--- config.mk ---
export PLATFORM = sky130hd
export DESIGN_NAME = alu_seq_interface
export DESIGN_NICKNAME = d
export VERILOG_FILES = /design/src/rtl/alu_seq_interface.sv
export SDC_FILE = /design/constraint.sdc
export NUM_CORES = 1
export LEC_CHECK = 0
export ABC_CLOCK_PERIOD_IN_PS = 2800
export CAP_MARGIN = 10
export CORE_MARGIN = 10
export CORE_UTILIZATION = 40
export CTS_BUF_LIST = sky130_fd_sc_hd__clkbuf_2 sky130_fd_sc_hd__clkbuf_4 sky130_fd_sc_hd__clkbuf_8
export CTS_CLUSTER_SIZE = 10
export DETAILED_ROUTE_END_ITERATION = 12
export SLEW_MARGIN = 0
export SYNTH_ARGS = -nofsm -noshare
export SYNTH_HDL_FRONTEND = slang
export SYNTH_SLANG_ARGS = --single-unit
--- constraint.sdc ---
create_clock -name clk -period 2.8 [get_ports clk]
set_input_delay 0.56 -clock clk [delete_from_list [all_inputs] [get_ports clk]]
set_output_delay 0.56 -clock clk [all_outputs]
set_load 0.01 [all_outputs]
--- src/rtl/alu_seq_interface.sv ---
// Sequential ALU front panel: buttons step through A/B/OP, load switches into them, and show a registered result.
// Optional button debounce filter is compiled in with `define ALU_DEBOUNCE_EN.
module alu_seq_interface #(
  parameter int NB_DATA    = 8,
  parameter int NB_OP      = 6,
  parameter int DEB_CYCLES = 100000
) (
  input  logic               clk,
  input  logic               i_reset,
  input  logic [NB_DATA-1:0] i_switches,
  input  logic               i_btn_select,
  input  logic               i_btn_set,
  output logic [NB_DATA-1:0] o_leds,
  output logic [1:0]         o_sel,
  output logic               o_zero,
  output logic               o_carry,
  output logic               o_overflow,
  output logic               o_valid,
  output logic               o_error
);

  localparam logic [1:0] S_A  = 2'b00;
  localparam logic [1:0] S_B  = 2'b01;
  localparam logic [1:0] S_OP = 2'b10;

  localparam logic [NB_OP-1:0] OP_ADD = NB_OP'(6'b100000);
  localparam logic [NB_OP-1:0] OP_SUB = NB_OP'(6'b100010);
  localparam logic [NB_OP-1:0] OP_AND = NB_OP'(6'b100100);
  localparam logic [NB_OP-1:0] OP_OR  = NB_OP'(6'b100101);
  localparam logic [NB_OP-1:0] OP_XOR = NB_OP'(6'b100110);
  localparam logic [NB_OP-1:0] OP_NOR = NB_OP'(6'b100111);
  localparam logic [NB_OP-1:0] OP_SRA = NB_OP'(6'b000011);
  localparam logic [NB_OP-1:0] OP_SRL = NB_OP'(6'b000010);

  localparam logic [NB_DATA:0] SHIFT_LIM = NB_DATA[NB_DATA:0];

  logic [1:0] btn_raw;
  logic [1:0] btn_pulse;
  logic       sel_pulse;
  logic       set_pulse;

  assign btn_raw   = {i_btn_set, i_btn_select};
  assign sel_pulse = btn_pulse[0];
  assign set_pulse = btn_pulse[1];

  // Per button: 2-flop synchronizer, optional level filter, rising-edge detector.
  genvar gi;
  generate
    for (gi = 0; gi < 2; gi++) begin : g_btn
      logic sync1_q;
      logic sync2_q;
      logic level;
      logic prev_q;

      always_ff @(posedge clk or negedge i_reset) begin
        if (!i_reset) begin
          sync1_q <= 1'b0;
          sync2_q <= 1'b0;
        end else begin
          sync1_q <= btn_raw[gi];
          sync2_q <= sync1_q;
        end
      end

`ifdef ALU_DEBOUNCE_EN
      localparam int CNT_W = (DEB_CYCLES > 1) ? $clog2(DEB_CYCLES) : 1;
      logic [CNT_W-1:0] cnt_q;
      logic [CNT_W-1:0] cnt_d;
      logic             filt_q;
      logic             filt_d;

      // Counter tracks consecutive samples disagreeing with the filtered level.
      always_comb begin
        cnt_d  = '0;
        filt_d = filt_q;
        if (sync2_q != filt_q) begin
          if (cnt_q == CNT_W'(DEB_CYCLES - 1)) begin
            filt_d = sync2_q;
          end else begin
            cnt_d = cnt_q + 1'b1;
          end
        end
      end

      always_ff @(posedge clk or negedge i_reset) begin
        if (!i_reset) begin
          cnt_q  <= '0;
          filt_q <= 1'b0;
        end else begin
          cnt_q  <= cnt_d;
          filt_q <= filt_d;
        end
      end

      assign level = filt_q;
`else
      assign level = sync2_q;
`endif

      always_ff @(posedge clk or negedge i_reset) begin
        if (!i_reset) begin
          prev_q <= 1'b0;
        end else begin
          prev_q <= level;
        end
      end

      assign btn_pulse[gi] = level & ~prev_q;
    end
  endgenerate

  logic [1:0]         state_q, state_d;
  logic [NB_DATA-1:0] a_q, a_d, b_q, b_d;
  logic [NB_OP-1:0]   op_q, op_d;
  logic               a_ld_q, a_ld_d, b_ld_q, b_ld_d, op_ld_q, op_ld_d;
  logic               load_pend_q, load_pend_d;

  // Load uses the state before any same-cycle select advances it.
  always_comb begin
    state_d     = state_q;
    a_d         = a_q;
    b_d         = b_q;
    op_d        = op_q;
    a_ld_d      = a_ld_q;
    b_ld_d      = b_ld_q;
    op_ld_d     = op_ld_q;
    load_pend_d = 1'b0;
    case (state_q)
      S_A: begin
        if (set_pulse) begin
          a_d         = i_switches;
          a_ld_d      = 1'b1;
          load_pend_d = 1'b1;
        end
        if (sel_pulse) state_d = S_B;
      end
      S_B: begin
        if (set_pulse) begin
          b_d         = i_switches;
          b_ld_d      = 1'b1;
          load_pend_d = 1'b1;
        end
        if (sel_pulse) state_d = S_OP;
      end
      S_OP: begin
        if (set_pulse) begin
          op_d        = i_switches[NB_OP-1:0];
          op_ld_d     = 1'b1;
          load_pend_d = 1'b1;
        end
        if (sel_pulse) state_d = S_A;
      end
      default: state_d = S_A;
    endcase
  end

  logic [NB_DATA:0]   sum_ext, diff_ext;
  logic [NB_DATA-1:0] alu_res;
  logic               alu_c, alu_v, op_legal;
  logic               shift_big;

  always_comb begin
    sum_ext   = {1'b0, a_q} + {1'b0, b_q};
    diff_ext  = {1'b0, a_q} - {1'b0, b_q};
    shift_big = ({1'b0, b_q} >= SHIFT_LIM);
    alu_res   = '0;
    alu_c     = 1'b0;
    alu_v     = 1'b0;
    op_legal  = 1'b1;
    case (op_q)
      OP_ADD: begin
        alu_res = sum_ext[NB_DATA-1:0];
        alu_c   = sum_ext[NB_DATA];
        alu_v   = (a_q[NB_DATA-1] == b_q[NB_DATA-1]) && (sum_ext[NB_DATA-1] != a_q[NB_DATA-1]);
      end
      OP_SUB: begin
        alu_res = diff_ext[NB_DATA-1:0];
        alu_c   = diff_ext[NB_DATA];
        alu_v   = (a_q[NB_DATA-1] != b_q[NB_DATA-1]) && (diff_ext[NB_DATA-1] != a_q[NB_DATA-1]);
      end
      OP_AND: alu_res = a_q & b_q;
      OP_OR:  alu_res = a_q | b_q;
      OP_XOR: alu_res = a_q ^ b_q;
      OP_NOR: alu_res = ~(a_q | b_q);
      OP_SRA: alu_res = shift_big ? {NB_DATA{a_q[NB_DATA-1]}} : NB_DATA'($signed(a_q) >>> b_q);
      OP_SRL: alu_res = shift_big ? '0 : (a_q >> b_q);
      default: op_legal = 1'b0;
    endcase
  end

  logic [NB_DATA-1:0] leds_q, leds_d;
  logic               zero_q, zero_d, carry_q, carry_d, ovf_q, ovf_d;
  logic               valid_q, valid_d, error_q, error_d;

  // Outputs refresh one cycle after a load; an illegal opcode freezes result and flags.
  always_comb begin
    leds_d  = leds_q;
    zero_d  = zero_q;
    carry_d = carry_q;
    ovf_d   = ovf_q;
    valid_d = valid_q;
    error_d = error_q;
    if (load_pend_q) begin
      if (op_legal) begin
        leds_d  = alu_res;
        zero_d  = (alu_res == '0);
        carry_d = alu_c;
        ovf_d   = alu_v;
        valid_d = a_ld_q & b_ld_q & op_ld_q;
        error_d = 1'b0;
      end else begin
        valid_d = 1'b0;
        error_d = op_ld_q;
      end
    end
  end

  always_ff @(posedge clk or negedge i_reset) begin
    if (!i_reset) begin
      state_q     <= S_A;
      a_q         <= '0;
      b_q         <= '0;
      op_q        <= '0;
      a_ld_q      <= 1'b0;
      b_ld_q      <= 1'b0;
      op_ld_q     <= 1'b0;
      load_pend_q <= 1'b0;
      leds_q      <= '0;
      zero_q      <= 1'b0;
      carry_q     <= 1'b0;
      ovf_q       <= 1'b0;
      valid_q     <= 1'b0;
      error_q     <= 1'b0;
    end else begin
      state_q     <= state_d;
      a_q         <= a_d;
      b_q         <= b_d;
      op_q        <= op_d;
      a_ld_q      <= a_ld_d;
      b_ld_q      <= b_ld_d;
      op_ld_q     <= op_ld_d;
      load_pend_q <= load_pend_d;
      leds_q      <= leds_d;
      zero_q      <= zero_d;
      carry_q     <= carry_d;
      ovf_q       <= ovf_d;
      valid_q     <= valid_d;
      error_q     <= error_d;
    end
  end

  assign o_leds     = leds_q;
  assign o_sel      = state_q;
  assign o_zero     = zero_q;
  assign o_carry    = carry_q;
  assign o_overflow = ovf_q;
  assign o_valid    = valid_q;
  assign o_error    = error_q;

endmodule

==> results.md <==
- Area leader, netlist: dfrtp_1
- Final setup fails: 0
- DR vias: 3013
- CTS tree: yes
- Period Utilization, post-route: 0.914
- Worst VDD drop: 0.395 mV
- Die height: 113 um
- Area contributors post-synth: dfrtp_1 (34%), ha_1 (8.7%), o21ai_0 (5.4%), nand2_1 (5.0%), mux2_2 (3.9%)
- Worst EP required: 3.05 ns
- CP Max Fanout: 3
- Leak Pwr: 1.71 nW
- H-Tree Depth: 2
- Core area: 8300 um2
- Area growth syn-to-layout: 17.4%
- Post-CTS Setup Inserts: 0
- DIE AREA: 12700 um2
- Commonest cells after routing, fill and taps aside: dfrtp_1 (47), nand2_1 (46), o21ai_0 (36)
- Crit Path Category: flop to flop
- Ys async rst share: 1.00
- Mapped Area: 3450 um2
- CP arrival: 2.81 ns
- Worst min path class: input pin to async pin
- Normalized max-slew margin: 0.631
- DRT antenna net count: 0
- Clock Root Buffer: clkbuf_8
- Clock Path Buffers: 2
- Leading cell type in the layout, fill and taps excluded: dfrtp_1
- Post-DP HPWL: 7190 um
- Status: completed
- Row count: 33
- Port buffer count: 26
- CTS clk-pin slew, worst paths: approximately 0.10 ns
- Post-Synth XOR/XNOR Area: 0.0406
- Final count of hold timing violations: 0
- Total negative slack: 0 ns
- Clock Latency Late Sink: ~0.31 ns
- First-pass GRT wire length: around 16000 um
- Avg Inst Size Synth: around 8.8 um2
- # DRC: 0
- Max-cap check violation count: 0
- Iteration-0 DRC Markers: 190
- Adder-cell share of the synthesized area: 0.0987
- Chip width: 113 um
- Fin cells: 537
- Starting Density: 0.416
- Slowest-stage cell, CP: fa_1
- Slew @ Worst Pin: 0.553 ns
- CTS buffer count: 5
- CP Capture Type: flop
- WL final: 9300 um
- Share of post-route cells with drive strength above 1: 0.150
- Synth cell types: 60
- Pin count of the biggest net entering global routing: 26
- Synth Area in Compound Gates: 0.179
- ANT cells: 0
- Wire per inst: 17.3 um
- Most used cell, CP: nor3_1
- Synthesized Nets: 431
- CP max stage delay: 0.41 ns
- RePlAce Congestion: 0.937
- Total GRT Usage: 0.148
- Top delay family on crit path: compound AO/OA/AOI/OAI gates
- CP cell instances: inv_1, ha_1, fa_1, nor3_1, nor3_2, o31ai_2, xnor2_1, nor2_1, a211o_1, nor3_1, a32o_1
- Simple-gate portion of the synthesized area: 0.195
- Post-layout nets: 469
- Max Fclk: 391 MHz
- Post-Synthesis Cells: 393
- Power density cells: roughly 1200 nW/um2
- Number of global-route vias before repair: approximately 3000
- Grt ovf: 0
- Startpoint types: flop
- Post-placement cell count: about 530
- Mux contribution to synthesized area: 0.0907
- Pre-Repair DR Iteration Count: 5
- Top FF cell, synth: dfrtp_1
- I/O pins: 27
- Seq/Total Area, Yosys: 0.341
- RSZ-0062 raised after global routing: false
- #FFs+latches synth: 47
- Skew final: 0.00349 ns
- Clock sink count: 47
- Yosys synthesis warning count: 0
- Largest family of logic cells by synthesized area: simple AND/OR/NAND/NOR gates
- Antenna violations before repair: 0
- Post-synth top area share: 0.341
- Number of enable flip-flop cells after synthesis: 0
- Buf/Inv on CP: 1
- Final min period: about 2.6 ns
- Max-slew violations: 0
- Via/cell ratio: 5.61
-- sequential cells by signal (all words and copies together) (netlist names) --
| register | count |
|---|---|
| a_ld_q | 1 |
| a_q | 8 |
| b_ld_q | 1 |
| b_q | 8 |
| g_btn.level | 2 |
| g_btn.prev_q | 2 |
| g_btn.sync1_q | 2 |
| load_pend_q | 1 |
| o_carry | 1 |
| o_error | 1 |
| o_leds | 8 |
| o_overflow | 1 |
| o_sel | 2 |
| o_valid | 1 |
| o_zero | 1 |
| op_ld_q | 1 |
| op_q | 6 |
-- cell families (layout without fill, tap and decap cells) --
family / Yosys count / in the layout
buffers and inverters: 46 / 85
multiplexers: 26 / 26
AO/OA/AOI/OAI: 98 / 98
XOR/XNOR: 16 / 16
flip-flops: 47 / 47
adder cells (fa/ha/maj): 26 / 26
AND/OR/NAND/NOR: 134 / 134
-- cells in the mapped netlist (4+ instances only) --
master and number:
o21ai_0 37, buf_2 7, mux2i_1 11, xor2_1 4, dfrtp_1 47, nand3_1 13
nor3_1 17, or2_2 4, o211ai_1 9, xnor2_1 12, ha_1 24, nor2_1 19
and3_1 4, nand2_1 46, inv_1 24, a21oi_1 18, clkbuf_1 12, nand2b_1 6
mux2_2 12
-- per-layer routing --
| layer | wire [um] | global-route usage |
|---|---|---|
| met1 | 4110 | 0.186 |
| met3 | 612 | 0.0370 |
| met2 | 4410 | 0.240 |
| met5 | 0 | 0 |
| met4 | 175 | 0.0482 |
-- cell type report --
| cell class | count | area [um2] |
|---|---|---|
| clock inverters | 3 | 22.5 |
| fillers | 806 | 4250 |
| well taps | 105 | 131 |
| clock buffers | 5 | 68.8 |
| repair buffers | 51 | 443 |
| inverters | 26 | 97.6 |
| flip-flops and latches | 47 | 1180 |
| multi-input cells | 300 | 2110 |
-- timing repair --
item	CTS	global route
hold buffers	0	0
setup endpoints to repair	0	3
gates resized for setup	0	6
-- worst paths after layout --
check / slack (ns) / depth (start not counted) / start / to
setup / recovery: 0.24 / 11 / a_q[0] / o_zero
hold / removal: 0.23 / 1 / i_reset / b_q[1]
setup reg to reg: 0.24 / 11 / a_q[0] / o_zero
hold reg to reg: 0.37 / 0 / g_btn[1].sync1_q / g_btn[1].level
max in group asynchronous: 1.85 / 2 / i_reset / b_q[4]
min in group clk: 0.37 / 0 / g_btn[1].sync1_q / g_btn[1].level
-- power breakdown --
| group | internal (mW) | switching, mW |
|---|---|---|
| sequential | 0.934 | 0.266 |
| combinational | 1.47 | 1.84 |
| clock | 0.181 | 0.262 |
-- stage by stage --
stage          worst slack (ns)  hold slack (ns)  total power, mW  area, um2  utilization
3_5_place_dp              0.174            0.336             4.45       3930        0.474
3_3_place_gp              0.243            0.339             4.45       3930        0.474
6_report                  0.241            0.228             4.95       4050        0.488
5_1_grt                  0.0306            0.268             5.41       4050        0.488
4_1_cts                   0.149            0.250             4.91       4020        0.485
2_1_floorplan             0.176            0.264             3.43       3450            -
Note: power is estimated with default switching activity, not from simulation.
